==> config.mk <==
export PLATFORM = sky130hd
export DESIGN_NAME = ir_nec_encode
export DESIGN_NICKNAME = d
export VERILOG_FILES = /design/src/rtl/ir_nec_pkg.sv /design/src/rtl/ir_nec_encode_carrier.sv /design/src/rtl/ir_nec_encode.sv
export SDC_FILE = /design/constraint.sdc
export NUM_CORES = 1
export LEC_CHECK = 0
export BUFFER_PORTS_ARGS = -buffer_cell sky130_fd_sc_hd__buf_2
export CAP_MARGIN = 5
export CORE_MARGIN = 5
export CORE_UTILIZATION = 40
export CTS_BUF_LIST = sky130_fd_sc_hd__clkbuf_4
export DETAILED_ROUTE_END_ITERATION = 10
export PLACE_DENSITY_LB_ADDON = 0.08
export SYNTH_ARGS = -nofsm -noshare
export SYNTH_HDL_FRONTEND = slang
export SYNTH_HIERARCHICAL = 1
export SYNTH_SLANG_ARGS = --single-unit
==> constraint.sdc <==
create_clock -name CLOCK_50 -period 11.5 [get_ports CLOCK_50]
set_input_delay 0 -clock CLOCK_50 [delete_from_list [all_inputs] [get_ports CLOCK_50]]
set_output_delay 0 -clock CLOCK_50 [all_outputs]
set_load 0.02 [all_outputs]
==> src/rtl/ir_nec_pkg.sv <==
// Shared types and timing constants for the NEC IR transmitter.
// All durations are in NEC time units (562.5 us at the default UNIT_CYC).
package ir_nec_pkg;

  typedef enum logic [2:0] {
    S_IDLE       = 3'd0,
    S_LEAD_MARK  = 3'd1,
    S_LEAD_SPACE = 3'd2,
    S_REP_SPACE  = 3'd3,
    S_BIT_MARK   = 3'd4,
    S_BIT_SPACE  = 3'd5,
    S_STOP_MARK  = 3'd6,
    S_GAP        = 3'd7
  } nec_state_t;

  localparam int LEAD_MARK_U  = 16;
  localparam int LEAD_SPACE_U = 8;
  localparam int REP_SPACE_U  = 4;
  localparam int BIT_MARK_U   = 1;
  localparam int ZERO_SPACE_U = 1;
  localparam int ONE_SPACE_U  = 3;
  localparam int STOP_U       = 1;

  localparam int UNIT_CYC_DEF    = 28125;
  localparam int CAR_DIV_DEF     = 1316;
  localparam int CAR_HIGH_DEF    = 658;
  localparam int FRAME_UNITS_DEF = 192;

  // Units a state lasts; GAP and IDLE are not unit-bounded and return 1.
  function automatic logic [4:0] state_units(input nec_state_t s, input logic bit_val);
    case (s)
      S_LEAD_MARK:  state_units = 5'(LEAD_MARK_U);
      S_LEAD_SPACE: state_units = 5'(LEAD_SPACE_U);
      S_REP_SPACE:  state_units = 5'(REP_SPACE_U);
      S_BIT_MARK:   state_units = 5'(BIT_MARK_U);
      S_BIT_SPACE:  state_units = bit_val ? 5'(ONE_SPACE_U) : 5'(ZERO_SPACE_U);
      S_STOP_MARK:  state_units = 5'(STOP_U);
      default:      state_units = 5'd1;
    endcase
  endfunction

  function automatic logic is_mark(input nec_state_t s);
    is_mark = (s == S_LEAD_MARK) || (s == S_BIT_MARK) || (s == S_STOP_MARK);
  endfunction

endpackage

==> src/rtl/ir_nec_encode_carrier.sv <==
// 38 kHz carrier generator; enable/restart describe the coming cycle so the
// carrier output is registered and aligned with the mark envelope.
module ir_carrier_gen #(
  parameter int CAR_DIV  = 1316,
  parameter int CAR_HIGH = 658
) (
  input  logic CLOCK_50,
  input  logic s_rst_n,
  input  logic enable,
  input  logic restart,
  output logic carrier
);

  logic [10:0] car_cnt;
  logic [10:0] car_cnt_nxt;

  // Restart forces phase 0 so every burst opens with a full high phase.
  always_comb begin
    car_cnt_nxt = '0;
    if (enable && !restart) begin
      car_cnt_nxt = (car_cnt == 11'(CAR_DIV - 1)) ? 11'd0 : car_cnt + 11'd1;
    end
  end

  always_ff @(posedge CLOCK_50 or negedge s_rst_n) begin
    if (!s_rst_n) begin
      car_cnt <= '0;
      carrier <= 1'b0;
    end else begin
      car_cnt <= car_cnt_nxt;
      carrier <= enable && (car_cnt_nxt < 11'(CAR_HIGH));
    end
  end

endmodule

==> src/rtl/ir_nec_encode.sv <==
// NEC infrared frame transmitter: modulated LED drive plus an active-low
// envelope usable as a demodulated receiver input for loopback.
module ir_nec_encode
  import ir_nec_pkg::*;
#(
  parameter int UNIT_CYC    = UNIT_CYC_DEF,
  parameter int CAR_DIV     = CAR_DIV_DEF,
  parameter int CAR_HIGH    = CAR_HIGH_DEF,
  parameter int FRAME_UNITS = FRAME_UNITS_DEF
) (
  input  logic        CLOCK_50,
  input  logic        s_rst_n,
  input  logic [31:0] tx_data,
  input  logic        tx_repeat,
  input  logic        tx_req,
  output logic        tx_rdy,
  output logic        tx_done,
  output logic        ir_tx,
  output logic        ir_env_n,
  output logic [2:0]  dbg_state
);

  localparam int UW = (UNIT_CYC > 1) ? $clog2(UNIT_CYC) : 1;
  localparam int FW = $clog2(FRAME_UNITS + 1);

  // Handshake: a request is taken in any cycle where tx_req && tx_rdy; the
  // frame word and repeat flag are captured on that edge, tx_rdy drops the
  // next cycle, and requests while tx_rdy=0 are dropped, never queued.
  nec_state_t    state, state_nxt;
  logic [UW-1:0] unit_cnt;
  logic [4:0]    u_cnt;
  logic [FW-1:0] frame_cnt;
  logic [4:0]    bit_idx;
  logic [31:0]   data_q;
  logic          rep_q;

  logic accept, unit_end, st_done, state_chg, mark_nxt, done_nxt;

  assign accept    = tx_rdy && tx_req;
  assign unit_end  = (unit_cnt == UW'(UNIT_CYC - 1));
  assign st_done   = unit_end && (u_cnt == state_units(state, data_q[bit_idx]) - 5'd1);
  assign state_chg = (state_nxt != state);
  assign mark_nxt  = is_mark(state_nxt);
  // Look one cycle ahead so the registered pulse lands on the last stop cycle.
  assign done_nxt  = (state == S_STOP_MARK) && (u_cnt == 5'(STOP_U - 1)) &&
                     (unit_cnt == UW'(UNIT_CYC - 2));
  assign dbg_state = state;

  always_comb begin
    state_nxt = state;
    case (state)
      S_IDLE:       if (accept)  state_nxt = S_LEAD_MARK;
      S_LEAD_MARK:  if (st_done) state_nxt = rep_q ? S_REP_SPACE : S_LEAD_SPACE;
      S_LEAD_SPACE: if (st_done) state_nxt = S_BIT_MARK;
      S_REP_SPACE:  if (st_done) state_nxt = S_STOP_MARK;
      S_BIT_MARK:   if (st_done) state_nxt = S_BIT_SPACE;
      S_BIT_SPACE:  if (st_done) state_nxt = (bit_idx == 5'd31) ? S_STOP_MARK : S_BIT_MARK;
      S_STOP_MARK:  if (st_done) state_nxt = S_GAP;
      S_GAP:        if (unit_end && (frame_cnt >= FW'(FRAME_UNITS - 1))) state_nxt = S_IDLE;
      default:      state_nxt = S_IDLE;
    endcase
  end

  always_ff @(posedge CLOCK_50 or negedge s_rst_n) begin
    if (!s_rst_n) begin
      state     <= S_IDLE;
      unit_cnt  <= '0;
      u_cnt     <= '0;
      frame_cnt <= '0;
      bit_idx   <= '0;
      data_q    <= '0;
      rep_q     <= 1'b0;
      tx_rdy    <= 1'b1;
      tx_done   <= 1'b0;
      ir_env_n  <= 1'b1;
    end else begin
      state <= state_nxt;

      if (state == S_IDLE || state_chg || unit_end) unit_cnt <= '0;
      else                                          unit_cnt <= unit_cnt + UW'(1);

      // GAP is timed by the frame counter, so the per-state unit count stops there.
      if (state == S_IDLE || state_chg)           u_cnt <= '0;
      else if (unit_end && state != S_GAP)        u_cnt <= u_cnt + 5'd1;

      if (accept)
        frame_cnt <= '0;
      else if (state != S_IDLE && unit_end && frame_cnt != FW'(FRAME_UNITS))
        frame_cnt <= frame_cnt + FW'(1);

      if (accept)                               bit_idx <= '0;
      else if (state == S_BIT_SPACE && st_done) bit_idx <= bit_idx + 5'd1;

      if (accept) begin
        data_q <= tx_data;
        rep_q  <= tx_repeat;
      end

      tx_rdy   <= (state_nxt == S_IDLE);
      tx_done  <= done_nxt;
      ir_env_n <= !mark_nxt;
    end
  end

  ir_carrier_gen #(
    .CAR_DIV  (CAR_DIV),
    .CAR_HIGH (CAR_HIGH)
  ) u_carrier (
    .CLOCK_50 (CLOCK_50),
    .s_rst_n  (s_rst_n),
    .enable   (mark_nxt),
    .restart  (mark_nxt && state_chg),
    .carrier  (ir_tx)
  );

endmodule

* After elaboration in Yosys (flattened, before gate mapping)
Cells that the tools add are included.
Widths: inputs -> output; s select.
** Word-level totals
- Flip-flop bits (word level) :: 84
- Input bits :: 36
- Output and inout bits :: 7
- Logic and storage cells :: 88
** Cells by class
- $add $sub $neg :: 6
- Magnitude comparators :: 3
- Equal/unequal tests :: 18
- Muxes and demuxes :: 24
- Reductions and logical operators :: 25
** Operators with widths (number)
- $eq 15x15->1 const B :: 2
- $mux 3 :: 8
- $pmux 3 s8 :: 1
- $mux 11 :: 2
- $mux 5 :: 4
- $pmux 5 s4 :: 1
- $eq 3x3->1 const B :: 6
- $mux 8 :: 2
- $add 15x1->15 const B :: 1
- $mux 15 :: 1
- $logic_and 1x1->1 :: 12
- $add 11x1->11 const B :: 1
- $eq 11x11->1 const B :: 1
- $lt 11x10->1 const B :: 1
- $add 5x1->5 const B :: 2
- $add 8x1->8 const B :: 1
- $ge 8x8->1 const B :: 1
- $ne 8x8->1 const B :: 1
- $eq 3x1->1 const B :: 2
- $eq 3x2->1 const B :: 2
- $logic_not 3->1 :: 2
- $lt 5x6->1 const B :: 1
- $reduce_bool 2->1 :: 3
- $bmux 1 s5 :: 1
- 11 further kinds :: 17

* Depth between registers and ports, before layout
Gate-level depths: netlist of the first run.
- Depth in word-level cells :: 18
- Gate-level depth with buffers :: 20
- Depth with buffers taken out :: 17

* Hierarchy
Netlist of the first run, hierarchy kept.
** By module, submodules not included
- ir_nec_encode :: times used 1, cells an instance 414, area each 3862.5 sq um, seq. area each 1804.2 sq um
- ir_carrier_gen :: times used 1, cells an instance 70, area each 715.7 sq um, seq. area each 300.3 sq um

* Worst setup path before layout of the first run
No wires, ideal clock.
- Path type :: reg2reg
- From :: reg bit_idx[0]
- To :: reg u_carrier.carrier
- Setup time :: 0.134 ns
- Arrival time :: 5.187 ns
- Data required time :: 11.366 ns
- Path slack :: 6.179 ns
- Cell stages (with the launch flop) :: 21
- Buffers on the path :: 3
- Period minus slack after synthesis :: 5.321 ns
- Path through :: dfrtp_1 clkbuf_1 mux4_2 mux4_2 mux2_2 nand2_1 ha_1 xnor2_1 mux2_4 o32ai_4 and3_4 buf_6 o22ai_1 a311o_1 a2111oi_1 nor2b_1 a311o_2 buf_6 a21o_4 a311oi_2 a2111oi_2
** Between the ends
- Word-level cells in the longest chain between the ends :: 18
- Elaborated cells on any way between the ends :: 28
- Those cells by class :: add/sub (1); order compare (1); eq/ne (6); mux (13); reduce/logical (7)
** Ends and longest elaborated chain
- start, declared :: line ir_nec_encode.sv:33 : logic [4:0] bit_idx;
- start signal, assigned :: line ir_nec_encode.sv:92 : else if (state == S_BIT_SPACE && st_done) bit_idx <= bit_idx + 5'd1;
- $bmux 1 s5 :: line ir_nec_encode.sv:41 : assign st_done = unit_end && (u_cnt == state_units(state, data_q[bit_idx]) - 5'd1);
- $mux 1 (not written as such) :: line ir_nec_encode.sv:41
- $mux 2 :: line ir_nec_pkg.sv:36 : S_BIT_SPACE: state_units = bit_val ? 5'(ONE_SPACE_U) : 5'(ZERO_SPACE_U);
- $pmux 5 s4 :: line ir_nec_pkg.sv:31 : case (s)
- $sub 5x1->5 :: line ir_nec_encode.sv:41
- $eq 5x5->1 :: line ir_nec_encode.sv:41
- $logic_and 1x1->1 :: line ir_nec_encode.sv:41
- $mux 3, or another cell as far along :: line ir_nec_encode.sv:58 : S_STOP_MARK: if (st_done) state_nxt = S_GAP;
- $pmux 3 s8 * :: line ir_nec_encode.sv:51 : case (state)
- $eq 3x1->1 / $eq 3x3->1 (equally long branches) :: line ir_nec_pkg.sv:43 : is_mark = (s == S_LEAD_MARK) || (s == S_BIT_MARK) || (s == S_STOP_MARK);
- $logic_or 1x1->1 (2 in series) :: line ir_nec_pkg.sv:43
- $logic_and 1x1->1 :: line ir_nec_encode.sv:112 : .restart (mark_nxt && state_chg),
- $logic_not 1->1 :: line ir_nec_encode_carrier.sv:20 : if (enable && !restart) begin
- $logic_and 1x1->1 :: line ir_nec_encode_carrier.sv:20
- $mux 11 :: line ir_nec_encode_carrier.sv:20
- $lt 11x10->1 :: line ir_nec_encode_carrier.sv:31 : carrier <= enable && (car_cnt_nxt < 11'(CAR_HIGH));
- $logic_and 1x1->1 * :: line ir_nec_encode_carrier.sv:31
- end signal, assigned :: line ir_nec_encode_carrier.sv:31
- end, declared :: line ir_nec_encode_carrier.sv:11 : output logic carrier
Mark *: on every way between the ends. The rest lies on a longest branch, timed or not. The select of a mux whose other input is x is not followed.
A chain may end at the register's enable or synchronous reset.

* Final worst setup path of the first run
Ends and elaborated chain as after synthesis.

==> results of run 1 <==
-- worst min path at each step --
stage	start	end	slack (ps)	cells past startpoint
final	s_rst_n	unit_cnt[14]	80	2
after global routing	s_rst_n	unit_cnt[6]	100	2
after CTS	s_rst_n	unit_cnt[6]	80	2
after detailed placement	s_rst_n	unit_cnt[6]	20	1
after global placement	s_rst_n	unit_cnt[6]	20	1
after floorplan	s_rst_n	bit_idx[0]	-300	0
-- state kept, by name, summed over array words and instances, names as in the netlist --
name               count
data_q                32
unit_cnt              15
u_carrier/car_cnt     11
frame_cnt              8
bit_idx                5
u_cnt                  5
dbg_state              3
ir_env_n               1
rep_q                  1
tx_done                1
tx_rdy                 1
u_carrier/carrier      1
-- cell usage in the layout, fill, tap and decap left out, types with 10 or more instances in the layout --
cell type      Yosys  final
mux4_2            10     10
nand3_1           13     13
nand2_1          129    129
ha_1              10     10
buf_2              0     41
inv_1             17     17
nor2_1            59     59
a21oi_1           12     12
xnor2_1           18     18
dfrtp_1           82     82
xor2_1            19     19
clkbuf_4           0     11
dlygate4sd3_1      0     34
-- repair_timing --
action	4_1_cts	5_1_grt
endpoints found under the hold margin	72	0
hold buffers	34	0
gates resized for setup	0	0
-- power by group --
| part | switching, mW | internal [mW] |
|---|---|---|
| clock network | 0.0951 | 0.0684 |
| logic | 0.152 | 0.122 |
| registers | 0.0611 | 0.369 |
-- layer usage --
metal | up-vias | global-route usage | wire length (um)
met5 | - | 0 | 0
met4 | 0 | 0.0650 | 175
met3 | 12 | 0.0257 | 310
met2 | 54 | 0.242 | 4560
met1 | 1654 | 0.207 | 4640
li1 | 1744 | - | -
-- kinds of logic after synthesis --
kind of cell	share of synthesized area
XOR/XNOR	0.0708
AND/OR/NAND/NOR	0.253
buffers and inverters	0.0514
flip-flops	0.460
multiplexers	0.0670
adder cells (fa/ha/maj)	0.0273
AO/OA/AOI/OAI	0.0711
-- per-stage QoR --
stage	cells	hold WS, ps	utilization	setup slack [ps]
5_1_grt	694	104	0.466	5650
6_report	694	83.8	0.466	6060
4_1_cts	694	82.5	0.466	6000
2_1_floorplan	484	-296	-	6180
3_5_place_dp	646	22.1	0.425	6020
3_3_place_gp	646	16.9	0.425	6100
-- layout make-up --
| class | count | area (um^2) |
|---|---|---|
| inverter | 17 | 63.8 |
| fill | 1090 | 6040 |
| sequential | 84 | 2100 |
| tap | 143 | 179 |
| clock buffer | 11 | 82.6 |
| multi-input combinational | 358 | 2240 |
| timing repair buffer | 78 | 568 |
| clock inverter | 3 | 40.0 |
-- critical path, delay by kind of cell (launching register included) --
family | cells | cell delay [ps]
AO/OA/AOI/OAI | 8 | 2010
XOR/XNOR | 1 | 190
adder cells (fa/ha/maj) | 1 | 280
flip-flops | 1 | 710
multiplexers | 4 | 1670
AND/OR/NAND/NOR | 3 | 470
==> impl_metrics.ini, run 1 <==
[outcome]
status = finished, final reports clean

[clock_tree]
cts_num_sinks = 84
cts_tree = done
clkSlewWorstSetupHoldPaths_ps = 130
cts_root_buffer = clkbuf_4
cts-buffers-inserted = 9
postCtsSetupBuffers = 0
clockBufferDepth = 2
cts.htree.levels = 3
clock_latency_ps = 430

[die]
die_w_um = 117
start_util = 0.404
core_um2 = 11300
fp.dieArea_um2 = 13700
chipHeight_um = 117
io_pins = 43
num_rows = 39

[drt]
wl_mm = 9.69
wl_per_cell_um = 14.0
drt_iter0_drc = 190
firstDrtPassIters = 5
ant_nets = 0
drc = 0
vias = 3464
via_per_inst = 4.99

[yosys]
synthFlopType = dfrtp_1
yosysMostFrequentCell = nand2_1
yosys.area.top_type_share = 0.448
syn_inst = 484
yosysWarnings = 6
synth_commonest_cells = nand2_1, dfrtp_1, nor2_1
ys_top_cells_by_area = dfrtp_1, nand2_1, mux4_2
synth_top_area_cell = dfrtp_1
synth.avg_cell_area_um2 = 9.46
ys_ff_latch = 84
synthDistinctLibCells = 62
netlist_area_um2 = 4580
async_flop_share = 1.00
ys_seq_area_frac = 0.460
synth_edf_count = 0
syn_nets = 530

[grt]
grt_first_pass_wirelength_mm = 16.4
grt_pass1_vias = 3357
grt_max_degree = 49
antenna_found_initial = 0
grt_overflow = 0
track_usage = 0.152

[critical_path]
reg2reg_slack_ps = 6060
cp-endpoint = u_carrier/carrier
cp-start-kind = register
timing.rr.start = bit_idx[0]
cp-end-kind = register
startpoint = bit_idx[0]
crit_arrival_ps = 5760
timing.critical_path.slowest_stage_cell = dfrtp_1
critPathKind = register to register
crit_path_max_incr_delay_ps = 710
r2r_end = u_carrier/carrier
reg2regPathDepth = 17
crit_top_cell = mux4_2
required_ps = 11820
cp_max_fo = 11
crit_chain = mux4_2 > mux4_2 > mux2_2 > nand2_1 > ha_1 > xnor2_1 > mux2_4 > o32ai_4 > and3_4 > o22ai_1 > a311o_1 > a2111oi_1 > nor2b_1 > a311o_2 > a21o_1 > a311oi_2 > a2111oi_2

[sta]
hold_viol_final = 0
post-route-min-period_ps = 5440
finalSetupViolations = 0
tightest_slew_ps = 1110
tns_ps = 0
relSlewSlack = 0.258
drv_slew = 0
fmax_ghz = 0.184
finClkSkew_ps = 12.8
grt_setup_unrepaired = no
post-route-period-util = 0.473

[placement]
io_buffer_count = 42
place_area_um2 = 4810
dp_hpwl_mm = 6.86
place_congestion = 0.800

[cells_and_area]
fin_area_um2 = 5280
final_nets = 594
n_antenna_cell = 0
drive_above_1_share = 0.169
syn_to_final_growth_pct = 15.3

[pwr]
finalPower_mw = 0.868
power_leakage_nw = 2.43
p_per_area_nw_per_um2 = 165
ir_drop_mv = 0.0894

[min_path]
min_path_type = primary input to async pin

[run]
drv_cap = 0
(Power assumes the default switching activity.)
==> run 2: changes to the inputs <==
==> constraint.sdc (replaced) <==
create_clock -name CLOCK_50 -period 4.7 [get_ports CLOCK_50]
set_input_delay 0 -clock CLOCK_50 [delete_from_list [all_inputs] [get_ports CLOCK_50]]
set_output_delay 0 -clock CLOCK_50 [all_outputs]
set_load 0.02 [all_outputs]
==> run 2 against run 1 <==
Compared with the run above: the run now ends with negative setup slack left; cell count grew 1.9%; design area grew 4.2%; worst setup slack lost 6200 ps; clock-buffer cell count shrank 2; utilization grew 2.0 points; first-iteration DRC count shrank 16%; critical endpoint unchanged.
==> impl_metrics.ini, run 2 (synthesis gave the netlist of run 1 again) <==
[outcome]
status = finished, violations left
failed_checks = negative setup slack

[placement]
preCtsSetupSlack_ps = -204
place_congestion = 0.820
io_buffer_count = 42
dp_hpwl_mm = 6.77

[drt]
drt_iter0_drc = 160
wl_mm = 10.0
via_per_inst = 5.00
firstDrtPassIters = 4
wl_per_cell_um = 14.2
ant_nets = 0
drc = 0
vias = 3536

[clock_tree]
clockBufferDepth = 2
cts_num_sinks = 84
cts-buffers-inserted = 9
cts_root_buffer = clkbuf_4
cts_tree = done
clock_latency_ps = 450
postCtsSetupBuffers = 0
clkSlewWorstSetupHoldPaths_ps = 140
cts.htree.levels = 3

[cells_and_area]
regMostFlops = data_q
reg_top3 = data_q x32, unit_cnt x15, u_carrier/car_cnt x11
largest_register_ffs = 32
syn_to_final_growth_pct = 20.1
seqCellArea_um2 = 2100
final_cell_mix = nand2_1, dfrtp_1, nor2_1, buf_2, dlygate4sd3_1
nFillCells = 1068
n_antenna_cell = 0
drive_above_1_share = 0.202
layout.cells.most_common = nand2_1
multi_input_area_um2 = 2320
final_nets = 606

[sta]
relSlewSlack = 0.504
post-route-period-util = 1.03
grt_setup_unrepaired = yes
drv_slew = 0
tns_ps = -122
tightest_slew_ps = 743
hold_viol_final = 0
fmax_ghz = 0.207
finalSetupViolations = 1
layout_setup_ws_ps = -122
post-route-min-period_ps = 4820
whs_ps = 46.2
finClkSkew_ps = 15.3

[die]
core_um2 = 11300
io_pins = 43
start_util = 0.404
num_rows = 39
fp.dieArea_um2 = 13700
die_w_um = 117
chipHeight_um = 117

[grt]
antenna_found_initial = 0
grt_overflow = 0
grt_pass1_vias = 3526
grt_first_pass_wirelength_mm = 17.4
track_usage = 0.163
grt_max_degree = 59

[pwr]
ir_drop_mv = 0.249
p_per_area_nw_per_um2 = 415
power_leakage_nw = 2.53
finalPower_mw = 2.28

[critical_path]
cp_max_fo = 11
cp-start-kind = register
required_ps = 5040
cp_num_buf_inv = 1
crit_arrival_ps = 5160
cp-end-kind = register
timing.critical_path.slowest_stage_cell = mux4_2
crit_chain = buf_12 > mux4_2 > mux4_2 > mux2_4 > nand2_4 > ha_4 > xnor2_2 > mux2_4 > o32ai_4 > and3_4 > o22ai_2 > a311o_1 > a2111oi_4 > nor2b_1 > a311o_2 > a21o_1 > a311oi_2 > a2111oi_2
critPathKind = register to register
crit_path_max_incr_delay_ps = 510
path_delay_family = compound AO/OA/AOI/OAI gates
reg2reg_slack_ps = -120

[min_path]
min_path_type = primary input to async pin

[run]
drv_cap = 0
run 2: worst reg2reg max path, cell delays in order, from the launching register on:
cell,delay (ps)
dfrtp_1,400
buf_12,150
mux4_2,510
mux4_2,460
mux2_4,290
nand2_4,80
ha_4,140
xnor2_2,130
mux2_4,330
o32ai_4,240
and3_4,240
o22ai_2,60
a311o_1,350
a2111oi_4,310
nor2b_1,80
a311o_2,410
a21o_1,190
a311oi_2,270
a2111oi_2,90
run 2: area by class of cell:
class	instances	area share
Multi-Input combinational cell	358	0.422
Sequential cell	84	0.383
Timing Repair Buffer	90	0.124
Tap cell	143	0.0325
Clock inverter	6	0.0146
Clock buffer	9	0.0123
Inverter	17	0.0116
run 2: path summary, 6_finish.rpt:
kind | startpoint | endpoint | cells after the start
max | bit_idx[0] | u_carrier/carrier | 18
min | s_rst_n | unit_cnt[6] | 3
max reg2reg | bit_idx[0] | u_carrier/carrier | 18
min reg2reg | data_q[28] | data_q[28] | 2
max in group asynchronous | s_rst_n | u_carrier/car_cnt[6] | 3
min in group CLOCK_50 | tx_req | data_q[17] | 5
run 2: power breakdown:
part	internal, mW	switching, mW	total, mW
clock network	0.208	0.250	0.458
logic	0.357	0.436	0.793
registers	0.904	0.124	1.03
total	1.47	0.811	2.28
run 2: stage by stage:
stage	area, um^2	utilization	std cells
floorplan	4610	-	484
global placement	4930	0.435	657
detailed placement	4930	0.435	657
CTS	5450	0.481	707
global route	5500	0.486	707
finish	5500	0.486	707
run 2: metal layers:
layer / wire, um / GRT usage / up-vias
li1: - / - / 1771
met1: 4850 / 0.227 / 1697
met2: 4690 / 0.253 / 58
met3: 355 / 0.0370 / 10
met4: 131 / 0.0535 / 0
met5: 0 / 0 / -
run 2: repair_timing:
action | CTS | global route
pin swaps | 0 | 1
resized for setup | 3 | 10
hold endpoints to repair | 59 | 0
endpoints found under the setup margin | 1 | 12
hold buffers | 35 | 0
